===== config.mk =====
export PLATFORM = sky130hd
export DESIGN_NAME = cypher_nibble_feeder
export DESIGN_NICKNAME = d
export VERILOG_FILES = /design/src/rtl/cypher_nibble_feeder.sv
export SDC_FILE = /design/constraint.sdc
export NUM_CORES = 1
export LEC_CHECK = 0
export BUFFER_PORTS_ARGS = -buffer_cell sky130_fd_sc_hd__buf_2
export CORE_ASPECT_RATIO = 1.25
export CORE_MARGIN = 1.5
export CORE_UTILIZATION = 40
export CTS_CLUSTER_DIAMETER = 40
export CTS_CLUSTER_SIZE = 20
export DETAILED_ROUTE_END_ITERATION = 10
export SLEW_MARGIN = 20
export SYNTH_ARGS = -nofsm -noshare
export SYNTH_HDL_FRONTEND = slang
export SYNTH_SLANG_ARGS = --single-unit

===== constraint.sdc =====
create_clock -name clk -period 3.1 [get_ports clk]
set_clock_uncertainty 0.1 [all_clocks]
set_input_delay 0 -clock clk [delete_from_list [all_inputs] [get_ports clk]]
set_output_delay 0 -clock clk [all_outputs]
set_load 0.005 [all_outputs]

===== src/rtl/cypher_nibble_feeder.sv =====
// Serializes a 32-bit word MSB-nibble first onto nibble/read for the cypher detector,
// with programmable setup (read low) and strobe (read high) lengths per nibble.
//
// state  | meaning
// IDLE   | waiting for start; outputs hold, busy low
// SETUP  | new nibble presented, read low for SETUP_CYCLES
// STROBE | read high for STROBE_CYCLES, nibble stable
// DONE   | one-cycle done pulse, busy low
module cypher_nibble_feeder #(
    parameter int SETUP_CYCLES  = 1,
    parameter int STROBE_CYCLES = 3
) (
    input  logic        clk,
    input  logic        reset,
    input  logic        start,
    input  logic        abort,
    input  logic [31:0] data,
    output logic [3:0]  nibble,
    output logic        read,
    output logic        busy,
    output logic        done,
    output logic [2:0]  index
);

    typedef enum logic [1:0] {IDLE, SETUP, STROBE, DONE} state_t;

    localparam logic [3:0] SETUP_LAST  = 4'(SETUP_CYCLES - 1);
    localparam logic [3:0] STROBE_LAST = 4'(STROBE_CYCLES - 1);

    state_t      state_q, state_d;
    logic [3:0]  cnt_q, cnt_d;
    logic [31:0] sreg_q, sreg_d;
    logic [3:0]  nibble_q, nibble_d;
    logic        read_q, read_d;
    logic        busy_q, busy_d;
    logic        done_q, done_d;
    logic [2:0]  index_q, index_d;

    always_comb begin
        state_d  = state_q;
        cnt_d    = cnt_q;
        sreg_d   = sreg_q;
        nibble_d = nibble_q;
        read_d   = read_q;
        busy_d   = busy_q;
        done_d   = 1'b0;
        index_d  = index_q;
        case (state_q)
            IDLE: begin
                if (start) begin
                    sreg_d   = data;
                    nibble_d = data[31:28];
                    index_d  = 3'd0;
                    busy_d   = 1'b1;
                    read_d   = 1'b0;
                    cnt_d    = 4'd0;
                    state_d  = SETUP;
                end
            end
            SETUP: begin
                if (abort) begin
                    state_d = IDLE;
                    read_d  = 1'b0;
                    busy_d  = 1'b0;
                    index_d = 3'd0;
                    cnt_d   = 4'd0;
                end else if (cnt_q == SETUP_LAST) begin
                    state_d = STROBE;
                    read_d  = 1'b1;
                    cnt_d   = 4'd0;
                end else begin
                    cnt_d = cnt_q + 4'd1;
                end
            end
            STROBE: begin
                if (abort) begin
                    state_d = IDLE;
                    read_d  = 1'b0;
                    busy_d  = 1'b0;
                    index_d = 3'd0;
                    cnt_d   = 4'd0;
                end else if (cnt_q == STROBE_LAST) begin
                    read_d = 1'b0;
                    cnt_d  = 4'd0;
                    if (index_q != 3'd7) begin
                        // nibble only moves once read has dropped
                        sreg_d   = {sreg_q[27:0], 4'h0};
                        nibble_d = sreg_q[27:24];
                        index_d  = index_q + 3'd1;
                        state_d  = SETUP;
                    end else begin
                        busy_d  = 1'b0;
                        done_d  = 1'b1;
                        state_d = DONE;
                    end
                end else begin
                    cnt_d = cnt_q + 4'd1;
                end
            end
            DONE: begin
                cnt_d   = 4'd0;
                state_d = IDLE;
            end
            default: state_d = IDLE;
        endcase
    end

    always_ff @(posedge clk or negedge reset) begin
        if (!reset) begin
            state_q  <= IDLE;
            cnt_q    <= 4'd0;
            sreg_q   <= 32'd0;
            nibble_q <= 4'd0;
            read_q   <= 1'b0;
            busy_q   <= 1'b0;
            done_q   <= 1'b0;
            index_q  <= 3'd0;
        end else begin
            state_q  <= state_d;
            cnt_q    <= cnt_d;
            sreg_q   <= sreg_d;
            nibble_q <= nibble_d;
            read_q   <= read_d;
            busy_q   <= busy_d;
            done_q   <= done_d;
            index_q  <= index_d;
        end
    end

    assign nibble = nibble_q;
    assign read   = read_q;
    assign busy   = busy_q;
    assign done   = done_q;
    assign index  = index_q;

endmodule


After elaboration in Yosys (flattened, before gate mapping) --
Index checks and enable logic that the tools add are counted.
Cells by class: add/subtract/negate cells 2, equality and inequality tests 14, mux-type cells 45, reductions and logical operators 9
Operators by type and width (number):
- 28-bit two-way mux | 4
- 28-bit case mux with 2 select lines | 1
- 4-bit two-way mux | 9
- 4-bit case mux with 4 select lines | 1
- 3-bit two-way mux | 5
- 3-bit inequality test (second input constant) | 5
- 5-bit AND reduction | 3
- 1-bit two-way mux | 14
- 2-bit two-way mux | 6
- 2-bit inequality test (second input constant) | 5
- 3-bit case mux with 3 select lines | 1
- 2-bit case mux with 4 select lines | 1
- 4-bit case mux with 2 select lines | 1
- 1-bit case mux with 3 select lines | 2
- 4-bit by 1-bit adder with 4-bit output (second input constant) | 1
- 2-bit == test (second input constant) | 2
- 4-bit by 2-bit == test with 1-bit output (second input constant) | 1
- 4-bit zero test | 1
- 4-bit AND reduction | 1
- 3-bit by 1-bit adder with 3-bit output (second input constant) | 1
- 3-bit AND reduction | 1
- 3-bit nonzero test | 1
- 2-bit by 1-bit == test with 1-bit output (second input constant) | 1
- 2-bit zero test | 1
- 2-bit nonzero test | 1
Storage, ports and cells: register bits 44, input bits 36, logic and storage cells 78

Depth between registers and ports, before layout --
Gate-level depths: netlist of the first run.
depth in word-level cells 5, gate-level depth with buffers 7, mapped depth without buffers 6

Least setup slack after synthesis of the first run --
No wires, ideal clock.
path kind flip-flop to flip-flop, start point register cnt_q[0], end point register nibble_q[0], in the netlist nibble[0], setup time 0.125 ns, data arrival time 2.087 ns, setup slack 0.788 ns, cell stages (with the launch flop) 8, path buffers 1, period minus slack after synthesis 2.312 ns, cells stage by stage dfrtp_1 -> inv_1 -> ha_1 -> or3b_4 -> o32a_4 -> nor2_8 -> buf_12 -> mux2_4
Between the ends: word-level cells in the longest chain between the ends 3
Ends and longest elaborated chain:
- from (decl) | line 31 | logic [3:0] cnt_q, cnt_d;
- from (signal assigned) | line 120 | cnt_q <= cnt_d;
- 4-bit by 2-bit == test with 1-bit output | line 82 | end else if (cnt_q == STROBE_LAST) begin
- 2-bit inequality test (no source line)
- 5-bit AND reduction (no source line)
- to (signal assigned) | line 122 | nibble_q <= nibble_d;
- to (decl) | line 33 | logic [3:0] nibble_q, nibble_d;
Every way passes these cells. A chain may end at the register's enable or synchronous reset.

Worst setup path in the final report of the first run --
start point register cnt_q[0], end point register sreg_q[16]
Between the ends: word-level cells in the longest chain between the ends 3
Ends and longest elaborated chain:
- 4-bit by 2-bit == test with 1-bit output | line 82
- 2-bit inequality test (no source line)
- 5-bit AND reduction (no source line)
- to (signal assigned) | line 121 | sreg_q <= sreg_d;
- to (decl) | line 32 | logic [31:0] sreg_q, sreg_d;
Every way passes these cells.

==> key figures, run 1 <==
Global route
  – Vias in the first global route: around 1800
  – GRT Overall Usage: 15.5%
  – Grt total ovfl: 0
  – Initial antenna violation count: 0
  – Largest net degree at the start of global routing: 45
  – First-pass GRT wire length: roughly 7.9 mm

Synthesis
  – Share of the synthesized area in the top cell type: 45.3%
  – Primary FF master, synth: dfrtp_1
  – Number of synthesized flops with an enable pin: 0
  – Avg Cell Area, Syn: between 10 and 15 um^2
  – Post-synth net total: 232
  – Seq/Total Area, Yosys: 45.3%
  – Synth area leaders: dfrtp_1 45%, mux2_2 18%, mux2_4 12%
  – Synth unique cells: 25
  – FF+latch count, synth: 44
  – Yosys top cell by area: dfrtp_1
  – Synth warn: 0
  – FFs w/ async S/R, synth: 100%
  – Synthesized cell area: 0.00243 mm^2
  – Cell count after synthesis: 185

Setup path
  – R2R cell count: 6
  – CP endpoint kind: flip-flop
  – Peak fanout along the critical path: 28
  – Startpoint types: flip-flop
  – Slowest cell on crit path: nor2_8
  – Kind of critical path: reg2reg
  – Worst reg2reg path startpoint: cnt_q[0]
  – CP max stage delay: approximately 490 ps
  – WP data required: 3190 ps
  – Crit-path cells: inv_1 -> ha_1 -> or3b_4 -> o32a_4 -> nor2_8 -> mux2_2
  – Setup slack, reg-to-reg: 450 ps
  – Worst EP arrival: approximately 2700 ps
  – R2r endpoint: sreg_q[16]

Routing
  – Routed Wire Length: 4.62 mm
  – Final ANT Viol Nets: 0
  – DR DRC count: 0
  – Drt first pass iters: 3
  – Initial drt markers: 54
  – DR WL/cell: 13.8 um
  – Routed vias: 1670
  – Vias per cell: 5.00

Outcome
  – Status: completed

Floorplan
  – Die W: 72.7 um
  – Die Ht: 90.1 um
  – Die Area: 0.00655 mm^2
  – # rows: 31
  – Core footprint: 0.00582 mm^2
  – Initial Utilization: 41.8%
  – I/O pins: 46

STA
  – RSZ-0062 raised after global routing: false
  – Worst Tran Pin Value: 616 ps
  – Crit path time final: 2650 ps
  – Fmax: ~0.38 GHz
  – Worst hold slack: 22.5 ps
  – Fin crit share: a little under nine tenths
  – Final setup violation count: 0
  – Total negative slack: 0 ps
  – Setup WS post-layout: 447 ps
  – Rel. slew slack: between 50% and 60%
  – Slew Limit Fails: 0
  – Final Hold Viols: 0

Min path
  – Worst hold endpoint: cnt_q[0]
  – Min-Delay Path Class: in2reg
  – WHS Path Cells: 3
  – HP Start: start

Finish
  – N_diodes: 0
  – Register area: around 0.0011 mm^2
  – Most frequent cells in the layout: 44 x dfrtp_1, 44 x buf_2, 39 x mux2_2
  – Nets: about 310
  – Multi-input combinational cell area: between 0.001 and 0.0015 mm^2
  – Layout cells sized above 1: 44.8%
  – Post-synthesis to final-layout area growth: 31.7%
  – # fillers: 497

CTS
  – CTS buffer count: 5
  – CTS root buf: clkbuf_8
  – H-tree depth: 2
  – Longest Clk Path Bufs: 2
  – Clk slew on worst S/H paths: 80 ps
  – CTS tree: built
  – Clock latency on the worst-skew pair: 300 ps
  – Setup Buffers After CTS: 0
  – Clk sink count: 44

Pwr
  – Max VDD drop: about 450 uV
  – Power per cell area: between 800 and 900 mW/mm^2
  – Pleak: 1.49 nW

Place
  – Pre-CTS setup slack: approximately 460 ps
  – Global placement routability congestion: 0.781
  – DP HPWL: 3.00 mm
  – PortBufs: 45

Run
  – Max-cap violation count: 0
==> state kept, by name, indices dropped and copies added (netlist names) <==
register  flops
cnt_q         4
read          1
busy          1
sreg_q       28
state_q       2
index         3
done          1
nibble        4
==> worst max-delay path by stage <==
stage / from / end / slack (ps) / cells after the start
after floorplan: cnt_q[0] / nibble[0] / 790 / 7
after global placement: cnt_q[0] / sreg_q[16] / 490 / 6
after detailed placement: cnt_q[0] / sreg_q[16] / 460 / 6
after CTS: cnt_q[0] / sreg_q[16] / 440 / 6
after global routing: cnt_q[0] / sreg_q[13] / 310 / 6
final: cnt_q[0] / sreg_q[16] / 450 / 6
==> area by class of cell <==
cell class	instances	area share [%]
clock inverters	3	2.82
well taps	66	2.58
clock buffers	5	2.15
flip-flops and latches	44	34.4
multi-input cells	129	39.1
inverters	6	0.704
repair buffers	81	18.2
==> cells in the mapped netlist (2+ instances only) <==
library cell and instances:
mux2i_1 3, nor2b_1 8, ha_1 11, dfrtp_1 44, mux2_2 39, a22o_1 3
nor2_1 4, buf_12 2, inv_1 6, a21oi_1 6, o21ai_0 11, nand2_1 11
mux2_4 20, clkbuf_1 4, nor3_1 3
==> worst max-delay path, delay by kind of cell, from the launching register on <==
| family | cells | cell delay, ps |
|---|---|---|
| buffers and inverters | 1 | 110 |
| adder cells (fa/ha/maj) | 1 | 160 |
| AO/OA/AOI/OAI | 1 | 420 |
| AND/OR/NAND/NOR | 2 | 900 |
| flip-flops | 1 | 430 |
| multiplexers | 1 | 410 |
==> power breakdown <==
part,switching (mW),internal [mW]
Clock,0.197,0.403
Sequential,0.137,0.828
Combinational,0.526,0.771
==> per-stage QoR <==
stage	instance area [um^2]	instances	utilization, %	total power, mW
2_1_floorplan	2430	185	-	2.06
3_3_place_gp	2700	292	46.4	2.24
3_5_place_dp	2700	292	46.4	2.25
4_1_cts	3200	334	54.9	2.89
5_1_grt	3200	334	55.0	3.06
6_report	3200	334	55.0	2.86
==> metal layers <==
metal,up-vias,GRT usage (%),wire length (um)
met1,814,17.8,2010
met5,-,0,0
li1,821,-,-
met4,0,4.72,63
met2,30,27.8,2410
met3,5,3.48,135
==> timing repair <==
item                                   in CTS  in global routing
hold buffers                               34                  0
endpoints found under the hold margin      77                  0
resized for setup                           0                  0
==> cell families after synthesis <==
| group | share of synthesized area, % |
|---|---|
| AOI/OAI and AO/OA | 6.49 |
| adders and majority gates | 5.66 |
| buffers and inverters | 3.19 |
| muxes | 31.7 |
| DFF | 45.3 |
| and+or+nand+nor | 7.67 |
No activity file was read; power rests on OpenSTA's default activity.
==> run 2: changes to the inputs <==
CORE_ASPECT_RATIO = default   (was 1.25)
PLACE_DENSITY = 0.61   (was default)
==> run 2 against run 1 <==
Compared with the run above: register-to-register slack better by 20 ps; critical path depth stayed put; sequential cell count did not move; count of clock-buffer cells in the layout is 1 higher; final area shrank 0.51%; via count fell by 0.18%; combinational power about the same; die area about the same.
==> key figures, run 2 (synthesis gave the netlist of run 1 again) <==
Outcome
  – Status: completed

Finish
  – Post-synthesis to final-layout area growth: 31.0%
  – Final instance area: 0.00318 mm^2
  – Multi-input combinational cell area: 0.00125 mm^2
  – Register area: 0.00110 mm^2
  – Layout cells sized above 1: 44.6%
  – Max FFs per register: 28
  – Top reg by flops: sreg_q
  – Nets: 315
  – Final core occ: 54.1%
  – # fillers: 521
  – N_diodes: 0
  – Most frequent cells in the layout: 44 x dfrtp_1, 44 x buf_2, 39 x mux2_2

Routing
  – Routed vias: 1667
  – DR WL/cell: 13.5 um
  – Vias per cell: 4.85
  – Met1 wire length: roughly 2.2 mm
  – Top Metal Used: met4
  – Drt first pass iters: 4
  – Routed Wire Length: 4.66 mm
  – Met2 wire length: 2.16 mm
  – Final ANT Viol Nets: 0
  – DR DRC count: 0
  – Initial drt markers: around 110
  – Routed wl met3: around 200 um

Setup path
  – Peak fanout along the critical path: 28
  – Kind of critical path: reg2reg
  – WP data required: 3190 ps
  – R2R cell count: 6
  – Startpoint types: flip-flop
  – CP endpoint kind: flip-flop
  – Worst EP arrival: between 2000 and 3000 ps

STA
  – Final Hold Viols: 0
  – Fmax: 0.380 GHz
  – Total negative slack: 0 ps
  – Final setup violation count: 0
  – RSZ-0062 raised after global routing: false
  – Worst Tran Pin Value: between 600 and 700 ps
  – Rel. slew slack: 59.5%
  – Worst hold slack: 125 ps
  – Slew Limit Fails: 0
  – Crit path time final: approximately 2600 ps
  – Setup WS post-layout: 468 ps
  – Fin crit share: 84.9%

CTS
  – CTS tree: built
  – CTS buffer count: 5
  – Post_cts resized: 0
  – Clk sink count: 44
  – Longest Clk Path Bufs: 2
  – Clock latency on the worst-skew pair: 300 ps
  – CTS root buf: clkbuf_8
  – Cts hold-fix bufs: 35
  – H-tree depth: 2
  – Clk slew on worst S/H paths: 80 ps
  – Setup Buffers After CTS: 0

Global route
  – Grt total ovfl: 0
  – Vias in the first global route: 1692
  – GRT Overall Usage: 15.7%
  – Largest net degree at the start of global routing: 45
  – Initial antenna violation count: 0
  – First-pass GRT wire length: between 7 and 8 mm

Floorplan
  – Die Area: 0.00655 mm^2
  – Initial Utilization: slightly above 40%
  – Core footprint: 0.00589 mm^2
  – I/O pins: 46
  – # rows: 28
  – Die W: ~80 um
  – Die Ht: between 80 and 90 um

Place
  – PortBufs: 45
  – Pre-CTS setup slack: 456 ps
  – Global placement routability congestion: 0.798
  – DP HPWL: 3.19 mm
  – Post-place instance area: 0.00271 mm^2

Pwr
  – Max VDD drop: 390 uV
  – Pleak: 1.48 nW
  – Power per cell area: ~860 mW/mm^2

Min path
  – Min-Delay Path Class: in2async

Run
  – Max-cap violation count: 0
[run 2: changes by cell type in the layout (fill, tap and decap cells not counted), sizes merged]
cell / previous run / this run
clkinv: 0 / 1
dlygate4sd3: 34 / 35
bufinv: 3 / 1
clkbuf: 5 / 6
[run 2: layout make-up]
cell class | count | area share [%]
multi-input combinational | 129 | 39.3
sequential | 44 | 34.6
timing repair buffer | 82 | 18.6
tap | 75 | 2.95
clock buffer | 6 | 2.59
clock inverter | 2 | 1.22
inverter | 6 | 0.708
[run 2: worst paths after layout]
kind / startpoint / endpoint / slack (ps)
min reg2reg: sreg_q[12] / sreg_q[12] / 410
min in group clk: sreg_q[12] / sreg_q[12] / 410
max in group asynchronous: reset / cnt_q[1] / 2380
max reg2reg: cnt_q[0] / sreg_q[14] / 470
max: cnt_q[0] / sreg_q[14] / 470
min: reset / read / 120
[run 2: critical path, cell delays in order, from the launching register on]
cell	delay (ps)
dfrtp_1	430
inv_1	110
ha_1	150
or3b_4	420
o32a_4	420
nor2_8	490
mux2_2	400
[run 2: metal layers]
metal / GRT usage (%) / up-vias
met5: 0 / -
met2: 25.3 / 38
li1: - / 827
met4: 5.17 / 0
met1: 21.1 / 792
met3: 3.37 / 10
[run 2: through the flow]
stage | instances | total power [mW]
global route | 344 | 2.93
global placement | 301 | 2.23
floorplan | 185 | 2.06
finish | 344 | 2.73
CTS | 344 | 2.76
detailed placement | 301 | 2.25
[run 2: power by group]
group / internal [mW] / switching [mW] / total [mW]
sequential: 0.828 / 0.139 / 0.967
clock: 0.263 / 0.199 / 0.463
combinational: 0.774 / 0.521 / 1.30
total: 1.87 / 0.859 / 2.73
